**src/rtl/csa_slice_seq_ctrl.sv**
```systemverilog
// csa_slice_seq_ctrl: multi-cycle wide adder that reuses one external 4-bit
// carry-select slice. Operands arrive on a valid/ready handshake, are added one
// nibble per cycle LSB first with the carry held in a register, and the
// {cout,sum} result leaves on a second valid/ready handshake.
// Optional build macro CSA_EARLY_EXIT_EN: finish early once the remaining
// operand nibbles are zero and no carry is pending (results are unchanged).
module csa_slice_seq_ctrl #(
   parameter int WIDTH = 16
) (
   input  logic             clk,
   input  logic             rst_n,
   input  logic             in_valid,
   output logic             in_ready,
   input  logic [WIDTH-1:0] a,
   input  logic [WIDTH-1:0] b,
   input  logic             cin,
   output logic             out_valid,
   input  logic             out_ready,
   output logic [WIDTH-1:0] sum,
   output logic             cout,
   output logic             busy,
   output logic [3:0]       slc_a,
   output logic [3:0]       slc_b,
   output logic             slc_cin,
   input  logic [3:0]       slc_sum,
   input  logic             slc_cout
);

   localparam int NSLICE = WIDTH / 4;
   localparam int IDX_W  = (NSLICE > 1) ? $clog2(NSLICE) : 1;

   generate
      if ((WIDTH % 4) != 0 || WIDTH < 8) begin : g_bad_width
         $error("csa_slice_seq_ctrl: WIDTH must be a multiple of 4 and >= 8");
      end
   endgenerate

   typedef enum logic [1:0] {S_IDLE, S_RUN, S_DONE} state_t;

   state_t             state;
   logic [IDX_W-1:0]   idx;
   logic               carry;
   logic [WIDTH-1:0]   a_r;
   logic [WIDTH-1:0]   b_r;
   logic [WIDTH-1:0]   acc_r;   // partial sum built up during RUN
   logic [WIDTH-1:0]   sum_r;   // published result, only updated on RUN->DONE
   logic               cout_r;

   logic [IDX_W+1:0]   bit_pos;
   logic               last;
   logic               early_exit;
   logic [WIDTH-1:0]   acc_nxt;
   logic [WIDTH-1:0]   low_mask;

   assign bit_pos  = {idx, 2'b00};
   assign last     = (idx == IDX_W'(NSLICE - 1));
   assign low_mask = ~({WIDTH{1'b1}} << bit_pos);
   assign sum      = sum_r;
   assign cout     = cout_r;

`ifdef CSA_EARLY_EXIT_EN
   // Remaining operand bits all zero with no carry pending: nothing left to add
   always_comb begin
      early_exit = (state == S_RUN) && (idx != '0) && !carry &&
                   ((a_r >> bit_pos) == '0) && ((b_r >> bit_pos) == '0);
   end
`else
   assign early_exit = 1'b0;
`endif

   // Partial sum with the current slice result merged into its nibble
   always_comb begin
      acc_nxt              = acc_r;
      acc_nxt[bit_pos +: 4] = slc_sum;
   end

   // Slice is driven only while a nibble is actually being computed
   always_comb begin
      slc_a   = 4'd0;
      slc_b   = 4'd0;
      slc_cin = 1'b0;
      if (state == S_RUN && !early_exit) begin
         slc_a   = a_r[bit_pos +: 4];
         slc_b   = b_r[bit_pos +: 4];
         slc_cin = carry;
      end
   end

   // Sequencer FSM with registered handshake/status outputs
   always_ff @(posedge clk or negedge rst_n) begin
      if (!rst_n) begin
         state     <= S_IDLE;
         idx       <= '0;
         carry     <= 1'b0;
         a_r       <= '0;
         b_r       <= '0;
         acc_r     <= '0;
         sum_r     <= '0;
         cout_r    <= 1'b0;
         in_ready  <= 1'b1;
         out_valid <= 1'b0;
         busy      <= 1'b0;
      end else begin
         case (state)
            S_IDLE: begin
               if (in_valid && in_ready) begin
                  a_r      <= a;
                  b_r      <= b;
                  carry    <= cin;
                  idx      <= '0;
                  state    <= S_RUN;
                  in_ready <= 1'b0;
                  busy     <= 1'b1;
               end
            end
            S_RUN: begin
               if (early_exit) begin
                  sum_r     <= acc_r & low_mask;
                  cout_r    <= 1'b0;
                  state     <= S_DONE;
                  out_valid <= 1'b1;
               end else begin
                  acc_r <= acc_nxt;
                  carry <= slc_cout;
                  idx   <= idx + 1'b1;
                  if (last) begin
                     sum_r     <= acc_nxt;
                     cout_r    <= slc_cout;
                     state     <= S_DONE;
                     out_valid <= 1'b1;
                  end
               end
            end
            S_DONE: begin
               if (out_valid && out_ready) begin
                  state     <= S_IDLE;
                  out_valid <= 1'b0;
                  busy      <= 1'b0;
                  in_ready  <= 1'b1;
               end
            end
            default: begin
               state <= S_IDLE;
            end
         endcase
      end
   end

endmodule

```
**config.mk**
```make
export PLATFORM = sky130hd
export DESIGN_NAME = csa_slice_seq_ctrl
export DESIGN_NICKNAME = d
export VERILOG_FILES = /design/src/rtl/csa_slice_seq_ctrl.sv
export SDC_FILE = /design/constraint.sdc
export NUM_CORES = 1
export LEC_CHECK = 0
export CAP_MARGIN = 20
export CORE_UTILIZATION = 55
export DETAILED_ROUTE_END_ITERATION = 12
export GPL_TIMING_DRIVEN = 0
export PLACE_DENSITY = 0.85
export SYNTH_ARGS = -nofsm -noshare
export SYNTH_HDL_FRONTEND = slang
export SYNTH_SLANG_ARGS = --single-unit
```
**constraint.sdc**
```tcl
create_clock -name clk -period 4.8 [get_ports clk]
set_input_delay 0.72 -clock clk [delete_from_list [all_inputs] [get_ports clk]]
set_output_delay 0.72 -clock clk [all_outputs]
set_load 0.05 [all_outputs]
```
* After elaboration in Yosys (flattened, before gate mapping)
Index checks and enable logic that the tools add are counted.
Widths: inputs -> output; s select.
** Operators by class
- Add/sub/neg operators :: 2
- Shift-type cells :: 4
- Mux-type cells :: 20
- Eq/ne operators :: 6
- Reduce and logical (&&, ||, !) cells :: 12
** Operators by type and width (number)
- $shiftx 16x5->4 :: 2
- $bwmux 16 :: 1
- $shift 4x6->16 const A :: 1
- $shiftx 4x6->16 :: 1
- $reduce_and 3->1 :: 3
- $mux 2 :: 4
- $mux 4 :: 2
- $pmux 1 s2 :: 4
- $mux 1 :: 7
- $ne 2x2->1 const B :: 3
- $neg 4->6 :: 1
- $pmux 2 s3 :: 1
- $reduce_and 2->1 :: 3
- $reduce_bool 2->1 :: 3
- $eq 2x2->1 const B :: 2
- $pmux 2 s2 :: 1
- $add 2x1->2 const B :: 1
- $eq 2x1->1 const B :: 1
- $logic_and 1x1->1 :: 2
- $logic_not 2->1 :: 1
** Word-level totals
- Flip-flop bits (word level) :: 73
- Word-level logic and storage cells :: 55
- Input bits :: 42
- Output and inout port bits :: 29

* Depth between registers and ports, before layout
Gate-level depths: netlist (run 1).
- Depth after elaboration :: 3
- Mapped depth :: 8
- Gate-level depth less buffers :: 5

* Worst setup path before layout (run 1)
Ideal clock, no wire load.
- Kind :: reg2out
- Start point :: register idx[0]
- End point :: output port slc_a[0]
- Path slack :: 2.622 ns
- Arrival :: 1.458 ns
- Data required time :: 4.080 ns
- Buffers on the path :: 2
- Cell stages (with the launch flop) :: 5
- Path through :: dfrtp_1 > buf_6 > buf_6 > mux4_2 > and2_1
** Between the ends
- Cells in the longest elaborated chain, start to end :: 2
** RTL lines
- from (decl) :: RTL line 41 : logic [IDX_W-1:0] idx;
- from (signal assigned) :: RTL line 125 : idx <= idx + 1'b1;
- $shiftx 16x5->4 :: RTL line 83 : slc_a = a_r[bit_pos +: 4];
- $mux 4 :: RTL line 82 : if (state == S_RUN && !early_exit) begin
- to (decl) :: RTL line 22 : output logic [3:0] slc_a,
No other way between the ends.

* Final worst setup path (run 1)
- Start point :: register state[0]
- End point :: output port slc_cin
** Between the ends
- Cells in the longest elaborated chain, start to end :: 2
** RTL lines
- from (decl) :: RTL line 40 : state_t state;
- from (signal assigned) :: RTL line 92 : state <= S_IDLE;
- from (signal assigned) :: RTL line 111 : state <= S_RUN;
- from (signal assigned) :: RTL line 120 : state <= S_DONE;
- $eq 2x1->1 :: RTL line 82
- $mux 1 :: RTL line 82
- to (decl) :: RTL line 24 : output logic slc_cin,
No other way between the ends.

==> metrics.md, run 1 <==
| Metric | Value |
|---|---|
| Metal3 WL | 318 um |
| Top-count cell post-synth | dfrtp_1 |
| Commonest cells in the netlist | dfrtp_1, mux2_4, a21oi_1, nor2_1 |
| Cell variety after synth | 37 |
| Power Density | 275 nW/um^2 |
| Final Non-Filler Cells | 404 |
| Die W | 79.9 um |
| Final instance area | 4340 um^2 |
| Post-synth top area share | 51.0% |
| Setup violators final | 0 |
| Top Layer Used | met4 |
| Router iterations before antenna repair | 4 |
| CP required | 4.08 ns |
| Synth Cell Area | 3340 um^2 |
| Post-Synthesis Cells | 248 |
| RD Place Congestion | 0.772 |
| Die area | 6380 um^2 |
| Antenna Cells | 0 |
| FF+latch count, synth | 69 |
| Starting density of the core | 58.8% |
| Max_slew headroom | 42.7% |
| Vias | 2274 |
| P&R area growth vs syn | 30.2% |
| Reg2Reg Depth | 6 |
| H-tree levels | 3 |
| Starting DRT DRC Count | 146 |
| Avg Cell Area, Syn | 13.5 um^2 |
| Clk_skew | 0.00920 ns |
| Placed wire-length estimate | 4.68 mm |
| Clk_lat worst skew | 0.34 ns |
| RSZ-0062 raised after global routing | no |
| Leak | 1.90 nW |
| Largest fanout on the critical path | 10 |
| # rows | 27 |
| Clock Tree Root | clkbuf_8 |
| CP startpoint kind | register |
| Main area contributors after synthesis | dfrtp_1, mux2_4, mux4_2, a32o_1, mux2_2 |
| Routed WL per cell | 17.1 um |
| Vias in the first global route | 2365 |
| Post-Route WL | 6.92 mm |
| # hold bufs at CTS | 0 |
| Hold Fails Final Rpt | 0 |
| CTS resizes | 0 |
| Clock Tree Buf Depth | 2 |
| CTS tree | yes |
| Via/cell ratio | 5.63 |
| Min Hold Slack | 0.457 ns |
| # IOs | 71 |
| Status | completed |
| First-pass GRT wire length | 11.6 mm |
| CP Class | register to output port |
| Post-Syn Nets | 295 |
| Yosys Warn Count | 0 |
| Core ar. | 5680 um^2 |
| Input/output buffers | 68 |
| DR DRC count | 0 |
| Fraction of registers with async set/reset | 100% |
| Overflow after GRT | 0 |
| Placed Area | 4100 um^2 |
| Slew @ Worst Pin | 0.860 ns |
| Maximum vdd ir drop | 0.201 mV |
| TritonCTS Sinks | 69 |
| WL met2 | 3.36 mm |
| Prevailing post-synth register cell | dfrtp_1 |
| Final net count | 374 |
| Setup TNS | 0 ns |
| Data arrival, critical path | 2.51 ns |
| Largest net degree at the start of global routing | 70 |
| Tmin final | 3.23 ns |
| Fin. max-slew vios | 0 |
| Number of synthesized flops with an enable pin | 0 |
| Post-CTS Setup Inserts | 0 |
| Total power | 1.19 mW |
| Final period util | 67.4% |
| Total track usage | 24.5% |
| CP Capture Type | output port |
| Antenna-violating nets left | 0 |
| Share of layout cells above drive strength 1 | 22.6% |
| Initial antenna violation count | 0 |
| Die height | 79.9 um |
| Num CTS Buffers | 9 |
| Max Freq | 309 MHz |
| Clk slew on worst S/H paths | 0.08 ns |
| Sequential share of the synthesized area | 51.8% |
| Largest area contributor in the netlist | dfrtp_1 |
| Hold Path Class | input pin to asynchronous set/reset pin |
| Maxcap violations | 0 |
| Routed met1 length | 3.12 mm |
| Dpl cells | 388 |
## per-layer routing
layer  vias up  track usage (%)
met5         -                0
met4         0             9.29
met3        13             5.71
met2        66             38.7
met1      1132             33.1
li1       1063                -
## cells in the final DEF, fill, tap and decap left out, types with 4 or more instances in the layout
| cell type | count |
|---|---|
| inv_1 | 4 |
| clkdlybuf4s50_1 | 67 |
| and2_1 | 9 |
| ha_1 | 5 |
| nand2b_1 | 5 |
| a21oi_1 | 14 |
| a32o_1 | 12 |
| o2bb2ai_1 | 4 |
| clkbuf_8 | 9 |
| mux2_2 | 7 |
| buf_2 | 6 |
| mux2_4 | 27 |
| nand4_1 | 4 |
| dfrtp_1 | 68 |
| nor2_1 | 14 |
| clkbuf_1 | 6 |
| mux4_2 | 8 |
| buf_6 | 4 |
| nor2b_1 | 6 |
| a41oi_1 | 4 |
| a31oi_1 | 4 |
| nand2_1 | 12 |
## final timing paths
kind | from | endpoint | slack, ns
worst max-delay path | state[0] | slc_cin | 1.57
worst min-delay path | rst_n | b_r[9] | 0.46
worst max register to register | idx[1] | acc_r[8] | 2.42
worst min register to register | carry | carry | 0.48
max in group asynchronous | rst_n | acc_r[5] | 3.74
min in group clk | carry | carry | 0.48
## flip-flops by register name (all words and copies together), names as in the netlist
name	count
out_valid	1
state	2
sum	16
busy	1
carry	1
b_r	16
cout	1
acc_r	12
in_ready	1
a_r	16
idx	2
## metrics by stage
stage	worst slack [ns]	util, %
after global routing	1.41	76.5
after detailed placement	1.92	72.3
after global placement	0.837	72.4
after CTS	1.55	76.5
after floorplan	2.62	-
final	1.57	76.5
## cell type report
cell class                      count  area [um^2]
Clock inverter                      6          111
Fill cell                         357         1330
Sequential cell                    69         1730
Multi-Input combinational cell    155         1430
Clock buffer                       10          128
Buffer                             20          161
Tap cell                           72         90.1
Inverter                            4         15.0
Timing Repair Buffer               68          678
## worst max-delay path, stage by stage, from the launching register on
cell and delay, ns:
dfrtp_1 0.47, nor2b_1 0.15, buf_2 0.17, clkbuf_1 0.35, and2_1 0.20, clkdlybuf4s50_1 0.83
## power by group
group / switching [mW] / leakage [nW] / internal, mW / total, mW
clock network: 0.216 / 0.116 / 0.345 / 0.561
logic: 0.0209 / 0.894 / 0.0297 / 0.0506
registers: 0 / 0.888 / 0.581 / 0.581
total: 0.237 / 1.90 / 0.956 / 1.19
## cell families (layout without fill, tap and decap cells)
kind of cell	after synthesis	in the layout	synth area share (%)
flops	69	69	51.8
simple gates	63	63	10.9
compound gates	45	45	10.2
mux	42	42	19.9
buf+inv	24	108	5.29
fa+ha+maj	5	5	1.88
Note: power is estimated with default switching activity, not from simulation.
==> run 2, diff against run 1 <==
- CORE_UTILIZATION: 55 -> 46
- PLACE_DENSITY: 0.85 -> 0.76
- clock period: 4.8 -> 2.9 ns (I/O delays scaled with it)
==> run 2 against run 1 <==
Combinational power up 65%. Clock skew down 0.0019 ns. Flip-flop and latch count unchanged. Total power up 40%. Hold slack worse by 0.25 ns. Sequential power up 66%. Worst setup slack worse by 1.4 ns. Cell count up 5.4%. Die area up 19%. Critical path type unchanged.
==> metrics.md, run 2 (synthesis results as in run 1) <==
| Metric | Value |
|---|---|
| P&R area growth vs syn | 28.0% |
| Slew @ Worst Pin | 0.851 ns (-0.00909 ns) |
| Setup violators final | 0 (unchanged) |
| CTS tree | yes |
| Total track usage | 20.2% (-4.4 points) |
| Maximum vdd ir drop | 0.290 mV (+45%) |
| Area occupied by registers | 1730 um^2 (unchanged) |
| Starting DRT DRC Count | 109 (-25%) |
| Clock Tree Buf Depth | 2 (unchanged) |
| Clk_lat worst skew | 0.34 ns (about the same) |
| Tmin final | 2.72 ns |
| Max_slew headroom | 43.3% (+0.61 points) |
| H-tree levels | 3 (unchanged) |
| CP required | 2.47 ns (-1.61 ns) |
| Routed WL per cell | 16.4 um (-4.1%) |
| Placed Area | 4130 um^2 (+0.73%) |
| Starting density of the core | 48.3% (-10 points) |
| # IOs | 71 (unchanged) |
| Placed wire-length estimate | 4.92 mm (+5.2%) |
| Data arrival, critical path | 2.28 ns (-0.23 ns) |
| Via/cell ratio | 5.30 (-5.9%) |
| CP Capture Type | output port |
| Clk_skew | 0.00730 ns (-0.00189 ns) |
| Final Non-Filler Cells | 426 (+5.4%) |
| Core ar. | 6910 um^2 (+22%) |
| Final instance area | 4270 um^2 (-1.7%) |
| Max Freq | 368 MHz |
| Commonest non-fill, non-tap cell in the layout | dfrtp_1 |
| Share of layout cells above drive strength 1 | 21.8% (-0.77 points) |
| Clk slew on worst S/H paths | 0.07 ns (about the same) |
| Die W | 87.2 um (+9.1%) |
| Clock Tree Root | clkbuf_8 |
| Setup WS post-layout | 0.184 ns (-1.38 ns) |
| Antenna Cells | 0 (unchanged) |
| Largest net degree at the start of global routing | 70 (unchanged) |
| DR DRC count | 0 (unchanged) |
| Post-Route WL | 7.00 mm (+1.1%) |
| RSZ-0062 raised after global routing | no |
| Total power | 1.67 mW (+40%) |
| Leak | 1.90 nW (+0.32%) |
| Status | completed |
| Setup TNS | 0 ns (unchanged) |
| Final net count | 374 (unchanged) |
| Input/output buffers | 68 (unchanged) |
| Initial antenna violation count | 0 (unchanged) |
| CP startpoint kind | register |
| Commonest cells after routing, fill and taps aside | dfrtp_1, clkdlybuf4s50_1, mux2_4 |
| Largest fanout on the critical path | 10 (unchanged) |
| Vias | 2257 (-0.75%) |
| Vias in the first global route | 2312 (-2.2%) |
| Antenna-violating nets left | 0 (unchanged) |
| # hold bufs at CTS | 0 (unchanged) |
| Router iterations before antenna repair | 4 (unchanged) |
| Num CTS Buffers | 9 (unchanged) |
| Fin. max-slew vios | 0 (unchanged) |
| Final period util | 93.7% |
| Post-CTS Setup Inserts | 0 (unchanged) |
| Dpl cells | 412 (+6.2%) |
| Hold Fails Final Rpt | 0 (unchanged) |
| RD Place Congestion | 0.776 (+0.56%) |
| # rows | 30 (+11%) |
| Die height | 87.2 um (+9.1%) |
| CP Class | register to output port |
| Power Density | 392 nW/um^2 (+43%) |
| Maxcap violations | 0 (unchanged) |
| Die area | 7600 um^2 (+19%) |
| TritonCTS Sinks | 69 (unchanged) |
| Hold Path Class | input pin to asynchronous set/reset pin |
| Overflow after GRT | 0 (unchanged) |
| First-pass GRT wire length | 11.4 mm (-2.1%) |
| Pre-CTS setup slack | 0.247 ns (-1.67 ns) |
| Number of fill cells in the layout | 597 (+67%) |
| Area of the multi-input gates | 1430 um^2 (unchanged) |
run 2: cell count changes in the layout (fill, tap and decap cells not counted):
cell / delta
clkinvlp_4: -1
dlygate4sd2_1: +9
clkdlybuf4s50_1: -9
clkinv_2: +2
clkbuf_1: +1
bufinv_16: -3
clkinv_4: -1
run 2: final timing paths:
check                               from        to  slack [ns]  cells past startpoint
worst min-delay path               rst_n   b_r[14]        0.20                      1
worst min register to register     carry     carry        0.48                      1
min in group clk                   carry     carry        0.48                      1
worst max-delay path            state[0]  slc_b[0]        0.18                      5
worst max register to register    idx[1]  acc_r[8]        0.49                      6
max in group asynchronous          rst_n   sum[13]        2.14                      1
run 2: critical path, stage by stage (launching register included):
cell	delay [ns]
dfrtp_1	0.47
nor2b_1	0.17
buf_2	0.18
clkbuf_1	0.38
and2_1	0.20
dlygate4sd2_1	0.54
run 2: layout make-up:
type,instances,area share [%]
multi-input cells,155,33.5
well taps,96,2.81
clock inverters,3,0.352
plain buffers,20,3.78
inverters,4,0.352
repair buffers,68,15.6
flip-flops and latches,69,40.5
clock buffers,11,3.08
run 2: metal layers:
| metal | track usage [%] | vias to the layer above | share of wire [%] |
|---|---|---|---|
| met5 | 0 | - | 0 |
| met4 | 9.69 | 0 | 1.9 |
| met3 | 3.79 | 8 | 4.0 |
| met2 | 31.6 | 54 | 48 |
| met1 | 27.1 | 1134 | 46 |
| li1 | - | 1061 | - |
run 2: report_power, final:
part | internal (mW) | total (mW) | switching [mW]
Clock | 0.297 | 0.629 | 0.332
Sequential | 0.962 | 0.962 | 0
Combinational | 0.0490 | 0.0836 | 0.0346
run 2: what timing repair did:
| item | CTS | global route |
|---|---|---|
| hold endpoints to repair | 0 | 0 |
| resized for setup | 9 | 0 |
| setup endpoints to repair | 9 | 0 |
run 2: per-stage QoR:
stage / hold slack [ns] / utilization, %
floorplan: 0.139 / -
global placement: 0.455 / 59.9
detailed placement: 0.467 / 59.9
CTS: 0.235 / 61.8
global route: 0.273 / 61.8
finish: 0.202 / 61.8
